==> config.mk <==
export PLATFORM = sky130hd
export DESIGN_NAME = multiplier_srcsa_dff
export DESIGN_NICKNAME = d
export VERILOG_FILES = /design/src/rtl/multiplier_srcsa_dff.sv
export SDC_FILE = /design/constraint.sdc
export NUM_CORES = 1
export LEC_CHECK = 0
export CAP_MARGIN = 15
export CORE_MARGIN = 2
export CORE_UTILIZATION = 55
export DETAILED_ROUTE_END_ITERATION = 6
export GPL_TIMING_DRIVEN = 0
export PLACE_DENSITY = 0.76
export SYNTH_ARGS = -nofsm -noshare
export SYNTH_HDL_FRONTEND = slang
export SYNTH_SLANG_ARGS = --single-unit
export TNS_END_PERCENT = 100
==> constraint.sdc <==
create_clock -name clk -period 1.2 [get_ports clk]
set_input_delay 0.24 -clock clk [delete_from_list [all_inputs] [get_ports clk]]
set_output_delay 0.24 -clock clk [all_outputs]
set_load 0.01 [all_outputs]
==> src/rtl/multiplier_srcsa_dff.sv <==
// multiplier_srcsa_dff: registered unsigned WIDTHxWIDTH carry-save array multiplier with ripple-carry final adder
//   clk  - rising-edge clock
//   rstn - asynchronous active-low reset, clears mul
//   a, b - unsigned operands, sampled on every rising edge
//   mul  - registered exact product a*b, one edge of latency
module multiplier_srcsa_dff #(
  parameter int WIDTH = 28
) (
  input  logic                 clk,
  input  logic                 rstn,
  input  logic [WIDTH-1:0]     a,
  input  logic [WIDTH-1:0]     b,
  output logic [2*WIDTH-1:0]   mul
);
  logic [WIDTH-1:0]   w_s;
  logic [WIDTH-2:0]   w_c;
  logic [WIDTH-1:0]   w_lo;
  logic [WIDTH-1:0]   w_hi;
  logic [2*WIDTH-1:0] r_mul;
  // Each CSA row shifts the previous sum vector down one column so its LSB retires
  // as a product bit. The top column only ever sees its partial product, so the
  // carry vector is WIDTH-1 bits and the final ripple adder's carry-out is bit 2*WIDTH-1.
  always_comb begin
    logic x, y, z, cy;
    w_s  = a & {WIDTH{b[0]}};
    w_c  = '0;
    w_lo = '0;
    w_hi = '0;
    x    = 1'b0;
    y    = 1'b0;
    z    = 1'b0;
    cy   = 1'b0;
    w_lo[0] = w_s[0];
    for (int i = 1; i < WIDTH; i++) begin
      for (int j = 0; j < WIDTH-1; j++) begin
        x = w_s[j+1];
        y = w_c[j];
        z = a[j] & b[i];
        w_s[j] = x ^ y ^ z;
        w_c[j] = (x & y) | (x & z) | (y & z);
      end
      w_s[WIDTH-1] = a[WIDTH-1] & b[i];
      w_lo[i] = w_s[0];
    end
    for (int j = 0; j < WIDTH-1; j++) begin
      x = w_s[j+1];
      y = w_c[j];
      w_hi[j] = x ^ y ^ cy;
      cy = (x & y) | (x & cy) | (y & cy);
    end
    w_hi[WIDTH-1] = cy;
  end
  always_ff @(posedge clk or negedge rstn)
    if (!rstn) r_mul <= '0;
    else r_mul <= {w_hi, w_lo};
  assign mul = r_mul;
endmodule

==> results of run 1 <==
-- layer usage --
layer | track usage | vias to the layer above | share of wire | routed length [microns]
li1 | - | 5651 | - | -
met5 | 0 | - | 0.00023 | 11
met3 | 0.0293 | 38 | 0.034 | 1650
met1 | 0.318 | 7474 | 0.42 | 20300
met4 | 0.0435 | 2 | 0.015 | 719
met2 | 0.425 | 200 | 0.53 | 25900
-- logic make-up after synthesis --
group	share of synthesized area
adders and majority gates	0.652
DFF	0.0613
and+or+nand+nor	0.208
buffers and inverters	0.0785
-- final timing paths --
path,start,end,depth (start not counted)
hold / removal,b[0],mul[0],2
min in group asynchronous,rstn,mul[27],2
max in group asynchronous,rstn,mul[55],3
setup / recovery,b[0],mul[54],61
-- per-stage QoR --
| stage | hold WS, ps | cells | setup WS [ps] | util | cell area (sq um) |
|---|---|---|---|---|---|
| global route | 161 | 2522 | -21860 | 0.628 | 25700 |
| CTS | 143 | 2519 | -21410 | 0.622 | 25500 |
| detailed placement | 298 | 2499 | -23010 | 0.607 | 24800 |
| finish | 165 | 2524 | -21370 | 0.628 | 25700 |
| global placement | 643 | 2498 | -22800 | 0.607 | 24800 |
| floorplan | -55.6 | 1855 | -21570 | - | 23100 |
-- cell type report --
class | count | area [sq um] | area share
multi-input cells | 1540 | 20400 | 0.796
flip-flops and latches | 56 | 1400 | 0.0545
plain buffers | 114 | 1280 | 0.0497
repair buffers | 127 | 1200 | 0.0469
well taps | 532 | 666 | 0.0259
inverters | 145 | 544 | 0.0212
clock buffers | 5 | 125 | 0.00487
clock inverters | 3 | 21.3 | 0.000828
diodes | 2 | 5.00 | 0.000195
-- cells in the final DEF (no fill, tap or decap) --
cell,instances
fa_1,497
clkdlybuf4s15_2,9
and2_4,14
fa_2,231
clkbuf_16,5
clkinvlp_4,1
buf_2,15
clkdlybuf4s15_1,45
dlygate4sd2_1,4
dlymetal6s2s_1,1
ha_1,16
ha_4,12
clkinv_2,1
inv_1,107
diode_2,2
buf_4,17
buf_6,107
buf_8,6
inv_6,1
dfrtp_1,56
clkbuf_2,7
buf_12,5
nand2_1,59
clkdlybuf4s50_1,24
dlygate4sd3_1,1
inv_2,38
and2_1,711
-- what timing repair did --
item / 4_1_cts / 5_1_grt
gates cloned: 1 / 0
resized for setup: 394 / 119
buffers inserted: 10 / 3
pin swaps: 57 / 32
hold buffers: 1 / 0
endpoints found under the hold margin: 28 / 0
setup endpoints to repair: 111 / 64
==> impl_metrics.json, run 1 <==
{
  "critical_path_class": "in -> reg",
  "yosys_warnings": 0,
  "crit_family": "adder cells",
  "path_common_cell": "fa_2",
  "drt_wl_total_microns": 48600,
  "hp-class": "in -> reg",
  "yosysUniqueCellTypes": 9,
  "synth_top_cell_area_share": 0.637,
  "grt_util_all_layers": 0.238,
  "clk_pin_slew_ps": 70,
  "syn_nets": 2669,
  "dr_total_vias": 13365,
  "final_antenna_net_count": 0,
  "layout_min_cycle_time_ps": 22570,
  "grt-ovfl-total": 0,
  "cts_inserted_buffers": 5,
  "dr.pass1.iters": 5,
  "core_area_sq_um": 40900,
  "fin_nets": 2803,
  "clockBufferDepth": 2,
  "die_area_sq_um": 43200,
  "min_period_over_period": 18.8,
  "syn2layout_area_growth_pct": 12.3,
  "htree_levels": 2,
  "hpwl_microns": 43500,
  "syn-cell-area_sq_um": 22900,
  "grt_first_pass_wirelength_microns": 79200,
  "antenna_found_initial": 4,
  "grt_pass1_vias": 15568,
  "rsz0062_at_grt": "true",
  "slew_headroom": 0.579,
  "gp_congestion": 0.824,
  "grt_max_degree": 30,
  "required_ps": 1410,
  "finalHoldViolations": 0,
  "synth.most_common_cell": "fa_1",
  "wl_per_cell_microns": 19.3,
  "synthCells": 1855,
  "cp.buffers_inverters": 6,
  "drv_slew": 0,
  "fin_tns_setup_ps": -648490,
  "drc_errors": 0,
  "vias_per_cell": 5.30,
  "end_kind": "flop",
  "cts_root_buf": "clkbuf_16",
  "cp-start-kind": "input pin",
  "crit_slowest_cell": "fa_2",
  "synth_area_leaders": "fa_1 (64%), and2_1 (20%), dfrtp_1 (6.1%), buf_6 (5.3%), inv_1 (2.4%)",
  "tightest_slew_ps": 632,
  "cp_max_fo": 4,
  "setup_viol": 55,
  "die_w_microns": 208,
  "cp.arrival_ps": 22780,
  "fin_ws_ps": -21370,
  "avgSynthCellArea_sq_um": 12.3,
  "violations": "setup timing",
  "drive_gt1_frac": 0.236,
  "ios": 114,
  "drt_iter0_drc": 512,
  "status": "complete, but fails checks",
  "die_height_microns": 208,
  "slowest_delay_ps": 560,
  "cts_tree": "done",
  "start_util": 0.559,
  "synthTopCellsByCount": "fa_1 (728), and2_1 (725), inv_1 (145)",
  "synth_seq_area_share": 0.0613,
  "synthArstFlopShare": 1.00,
  "largest_reg_flops": 56,
  "cts_sinks": 56,
  "num-fill-cells": 3161,
  "ys_dominant_reg_cell": "dfrtp_1",
  "portBuffers": 111,
  "rows": 74,
  "synth-seq-cells": 56,
  "synth_top_cell_by_area": "fa_1",
  "maxCapViolCount": 0,
  "max_freq_ghz": 0.0443,
  "synth-edff-count": 0
}
Power of run 1 is left out: the tool's default activity adds up to more than one toggle a clock period on the data nets, which glitch-free logic cannot reach.
==> run 2, diff against run 1 <==
- ABC_AREA: not set -> 1
- SLEW_MARGIN: not set -> 20
==> run 2 against run 1 <==
Net effect:
- the flow still finishes with violations (setup timing)
- highest routed layer is now met4
- non-clock buffer count is 2 higher
- sequential share of layout area is 0.23 points lower
- critical endpoint unchanged
- first-iteration DRC count up 86%
==> impl_metrics.json, run 2 <==
{
  "drc_errors": 0,
  "yosysUniqueCellTypes": 7,
  "cp.buffers_inverters": 7,
  "portBuffers": 57,
  "synth_top_cell_area_share": 0.600,
  "critical_path_class": "in -> reg",
  "final_antenna_net_count": 0,
  "cp-start-kind": "input pin",
  "max_freq_ghz": 0.0434,
  "drt_wl_total_microns": 53500,
  "synth-edff-count": 0,
  "path_common_cell": "fa_2",
  "ios": 114,
  "rsz0062_at_grt": "true",
  "hp-class": "in -> reg",
  "die_w_microns": 214,
  "synth_seq_area_share": 0.0577,
  "syn_nets": 3448,
  "cp_max_fo": 4,
  "grt_first_pass_wirelength_microns": 88300,
  "drive_gt1_frac": 0.186,
  "synth_compound_area_frac": 0,
  "syn2layout_area_growth_pct": 10.4,
  "core_area_sq_um": 43400,
  "grt_util_all_layers": 0.245,
  "htree_levels": 2,
  "synth_xor_area_frac": 0,
  "synth_adder_area_share": 0.615,
  "num-fill-cells": 3544,
  "synth_top_cell_by_area": "fa_1",
  "gp_congestion": 0.847,
  "required_ps": 1410,
  "synth.most_common_cell": "inv_1",
  "grt_max_degree": 57,
  "cts_inserted_buffers": 5,
  "largest_reg_flops": 56,
  "finalHoldViolations": 0,
  "die_height_microns": 214,
  "synthTopCellsByCount": "inv_1 (870), nand2_1 (784), fa_1 (728)",
  "end_kind": "flop",
  "synthCells": 2634,
  "wl_per_cell_microns": 16.2,
  "vias_per_cell": 4.83,
  "diodes": 0,
  "yosys.area_share.simple": 0.121,
  "synth_top_family_by_area": "adder cells",
  "final_cell_mix": "inv_1 (813), nand2_1 (767), fa_1 (522), fa_2 (206), buf_6 (125)",
  "layout_commonest_cell": "inv_1",
  "cts_tree": "done",
  "synth_mux_area_frac": 0,
  "layout_min_cycle_time_ps": 23060,
  "antenna_found_initial": 0,
  "avgSynthCellArea_sq_um": 9.22,
  "tightest_slew_ps": 675,
  "synth-seq-cells": 56,
  "fin_nets": 3530,
  "holdWs_ps": 167,
  "fin_ws_ps": -21860,
  "synthArstFlopShare": 1.00,
  "slowest_delay_ps": 570,
  "yosys_warnings": 0,
  "die_area_sq_um": 45800,
  "synth_area_leaders": "fa_1 (60%), inv_1 (13%), nand2_1 (12%), buf_6 (6.0%), dfrtp_1 (5.8%)",
  "setup_viol": 54,
  "cp.arrival_ps": 23270,
  "clockBufferDepth": 2,
  "start_util": 0.560,
  "grt_pass1_vias": 18371,
  "status": "complete, but fails checks",
  "violations": "setup timing",
  "dr_total_vias": 15939,
  "grt-ovfl-total": 0,
  "rows": 76,
  "cts_sinks": 56,
  "hpwl_microns": 47000,
  "syn-cell-area_sq_um": 24300,
  "crit_slowest_cell": "fa_2",
  "maxCapViolCount": 0,
  "dr.pass1.iters": 7,
  "drv_slew": 0,
  "min_period_over_period": 19.2,
  "slew_headroom": 0.550,
  "drt_iter0_drc": 953,
  "cts_root_buf": "clkbuf_16",
  "clk_pin_slew_ps": 70,
  "ys_dominant_reg_cell": "dfrtp_1",
  "crit_family": "adder cells"
}
## run 2: cell types whose count changed in the layout (fill, tap and decap cells not counted), sizes merged
cell / before / now
dlymetal6s2s: 1 / 0
buf: 150 / 187
clkdlybuf4s50: 24 / 0
and2: 725 / 0
diode: 2 / 0
nand2: 59 / 784
inv: 146 / 871
clkbuf: 12 / 11
clkdlybuf4s15: 54 / 49
dlygate4sd2: 4 / 0
clkinvlp: 1 / 2
clkinv: 1 / 0
## run 2: per-layer routing
| layer | vias up | wire (microns) | global-route usage |
|---|---|---|---|
| met3 | 76 | 3100 | 0.0342 |
| li1 | 7073 | - | - |
| met4 | 0 | 1150 | 0.0685 |
| met1 | 8374 | 21000 | 0.314 |
| met5 | - | 0 | 0 |
| met2 | 416 | 28200 | 0.439 |
## run 2: cell families after synthesis
group / after synthesis
AND/OR/NAND/NOR: 784
adder cells (fa/ha/maj): 756
flip-flops: 56
buffers and inverters: 1038
## run 2: final cells by class
class / count / area [sq um] / area share
plain buffers: 168 / 1840 / 0.0685
clock buffers: 5 / 125 / 0.00467
multi-input cells: 1540 / 18700 / 0.698
repair buffers: 75 / 711 / 0.0265
clock inverters: 3 / 26.3 / 0.000980
well taps: 585 / 732 / 0.0273
inverters: 870 / 3270 / 0.122
flip-flops and latches: 56 / 1400 / 0.0523
## run 2: per-stage QoR
step / area, sq um / TNS [ps] / setup WS, ps / cells / util
after floorplan: 24400 / -642520 / -21760 / 2634 / -
after global routing: 26800 / -662580 / -22360 / 3302 / 0.618
after CTS: 26500 / -645630 / -21910 / 3295 / 0.611
final: 26800 / -649560 / -21860 / 3302 / 0.618
after detailed placement: 25700 / -665430 / -22420 / 3276 / 0.593
after global placement: 25700 / -753520 / -22170 / 3276 / 0.593
## run 2: repair_timing
| action | 4_1_cts | 5_1_grt |
|---|---|---|
| cloned | 0 | 0 |
| gates resized for setup | 296 | 122 |
| pin swaps | 9 | 26 |
| endpoints found under the setup margin | 110 | 61 |
| setup buffers | 10 | 7 |
| hold endpoints to repair | 56 | 0 |
| hold buffers | 1 | 0 |
## run 2: final timing paths
path,slack (ps),cells past startpoint,end,startpoint
worst max-delay path,-21860,62,mul[54],b[1]
max in group asynchronous,260,2,mul[52],rstn
worst min-delay path,170,3,mul[0],b[0]
min in group asynchronous,490,2,mul[25],rstn
Power of run 2 is left out for the same reason.
==> run 3, diff against run 2 <==
- CTS_CLUSTER_DIAMETER: not set -> 150
- clock period: 1.2 -> 28.9 ns (I/O delays scaled with it)
==> run 3 against run 2 <==
Net effect:
- cell count is 0.42% lower
- critical path depth is the same
- utilization fell by 1.9 points
- the flow now finishes without violations
- routed wire length shrank 3.4%
- flip-flop and latch count did not move
- clock-buffer cell count stayed put
- highest routed layer is now met5
==> impl_metrics.json, run 3 (synthesized netlist as in run 2, its figures left out) <==
{
  "status": "completed",
  "required_ps": 29110,
  "critical_path_class": "in -> reg",
  "cp-start-kind": "input pin",
  "tightest_slew_ps": 675,
  "grt-ovfl-total": 0,
  "fin_tns_setup_ps": 0,
  "end_kind": "flop",
  "die_area_sq_um": 45800,
  "drv_slew": 0,
  "crit_slowest_cell": "fa_2",
  "slew_headroom": 0.550,
  "grt_util_all_layers": 0.236,
  "layout_commonest_cell": "inv_1",
  "wl_per_cell_microns": 15.7,
  "max_freq_ghz": 0.0349,
  "vias_per_cell": 4.75,
  "htree_levels": 2,
  "finalHoldViolations": 0,
  "rsz0062_at_grt": "true",
  "dr.pass1.iters": 5,
  "cts_root_buf": "clkbuf_16",
  "ctsHoldBuffers": 0,
  "dr_total_vias": 15623,
  "ios": 114,
  "cts_inserted_buffers": 5,
  "cp_max_fo": 10,
  "die_w_microns": 214,
  "start_util": 0.560,
  "clk_pin_slew_ps": 70,
  "clockBufferDepth": 2,
  "layout_min_cycle_time_ps": 28670,
  "syn2layout_area_growth_pct": 6.97,
  "final_antenna_net_count": 0,
  "grt_max_degree": 57,
  "place_ws_ps": -535,
  "path_common_cell": "fa_2",
  "fin_nets": 3516,
  "drt_wl_total_microns": 51600,
  "hp-class": "in -> async",
  "slowest_delay_ps": 560,
  "num-fill-cells": 3604,
  "portBuffers": 57,
  "register_area_sq_um": 1400,
  "setup_viol": 0,
  "min_period_over_period": 0.992,
  "rows": 76,
  "fin_ws_ps": 232,
  "maxCapViolCount": 0,
  "antenna_found_initial": 1,
  "cp.arrival_ps": 28880,
  "core_area_sq_um": 43400,
  "drc_errors": 0,
  "cts_sinks": 56,
  "cts_tree": "done",
  "multi_input_area_sq_um": 18000,
  "diodes": 0,
  "drt_iter0_drc": 905,
  "drive_gt1_frac": 0.0895,
  "grt_pass1_vias": 17587,
  "hpwl_microns": 46700,
  "die_height_microns": 214,
  "largest_reg_flops": 56,
  "gp_congestion": 0.855,
  "final_cell_mix": "inv_1 (868), nand2_1 (784), fa_1 (671), buf_6 (125), fa_2 (57)",
  "grt_first_pass_wirelength_microns": 84900
}
## run 3: cell count changes in the layout (fill, tap and decap cells not counted), sizes merged
cell	previous run	this run
clkbuf	11	5
dlygate4sd3	1	0
clkdlybuf4s15	49	0
buf	187	173
clkdlybuf4s50	0	56
clkinv	0	1
bufinv	0	1
clkinvlp	2	0
## run 3: through the flow
step           hold slack, ps  utilization  instances  area [sq um]
6_report                 5480        0.599       3288         26000
3_3_place_gp             6100        0.592       3276         25700
2_1_floorplan            5480            -       2634         24400
3_5_place_dp             5870        0.592       3276         25700
5_1_grt                  5560        0.599       3288         26000
4_1_cts                  5500        0.597       3288         25900
## run 3: critical path: cells and delay by family
family / cells / cell delay, ps
fa+ha+maj: 54 / 22450
buf+inv: 7 / 550
simple gates: 1 / 60
## run 3: worst max path at each step
stage,start,to,slack [ps],cells past startpoint
floorplan,b[1],mul[54],40,62
finish,b[1],mul[54],230,62
detailed placement,b[1],mul[54],-540,62
CTS,b[1],mul[54],20,62
global route,b[1],mul[54],-280,62
global placement,b[1],mul[54],-410,62
## run 3: timing repair
item,4_1_cts,5_1_grt
pin swaps,12,6
endpoints found under the setup margin,1,3
resized for setup,4,31
setup buffers,4,0
## run 3: cell type report
class | count | area share
flip-flops and latches | 56 | 0.0539
clock buffers | 5 | 0.00482
well taps | 585 | 0.0282
inverters | 870 | 0.126
plain buffers | 168 | 0.0686
clock inverters | 3 | 0.00178
repair buffers | 61 | 0.0230
multi-input cells | 1540 | 0.694
## run 3: layer usage
layer	routed length, microns	part of all wire	track usage
met1	20600	0.40	0.304
met4	633	0.012	0.0438
met3	3050	0.059	0.0313
met2	27400	0.53	0.431
met5	11	0.00021	0
Power of run 3 is left out for the same reason.
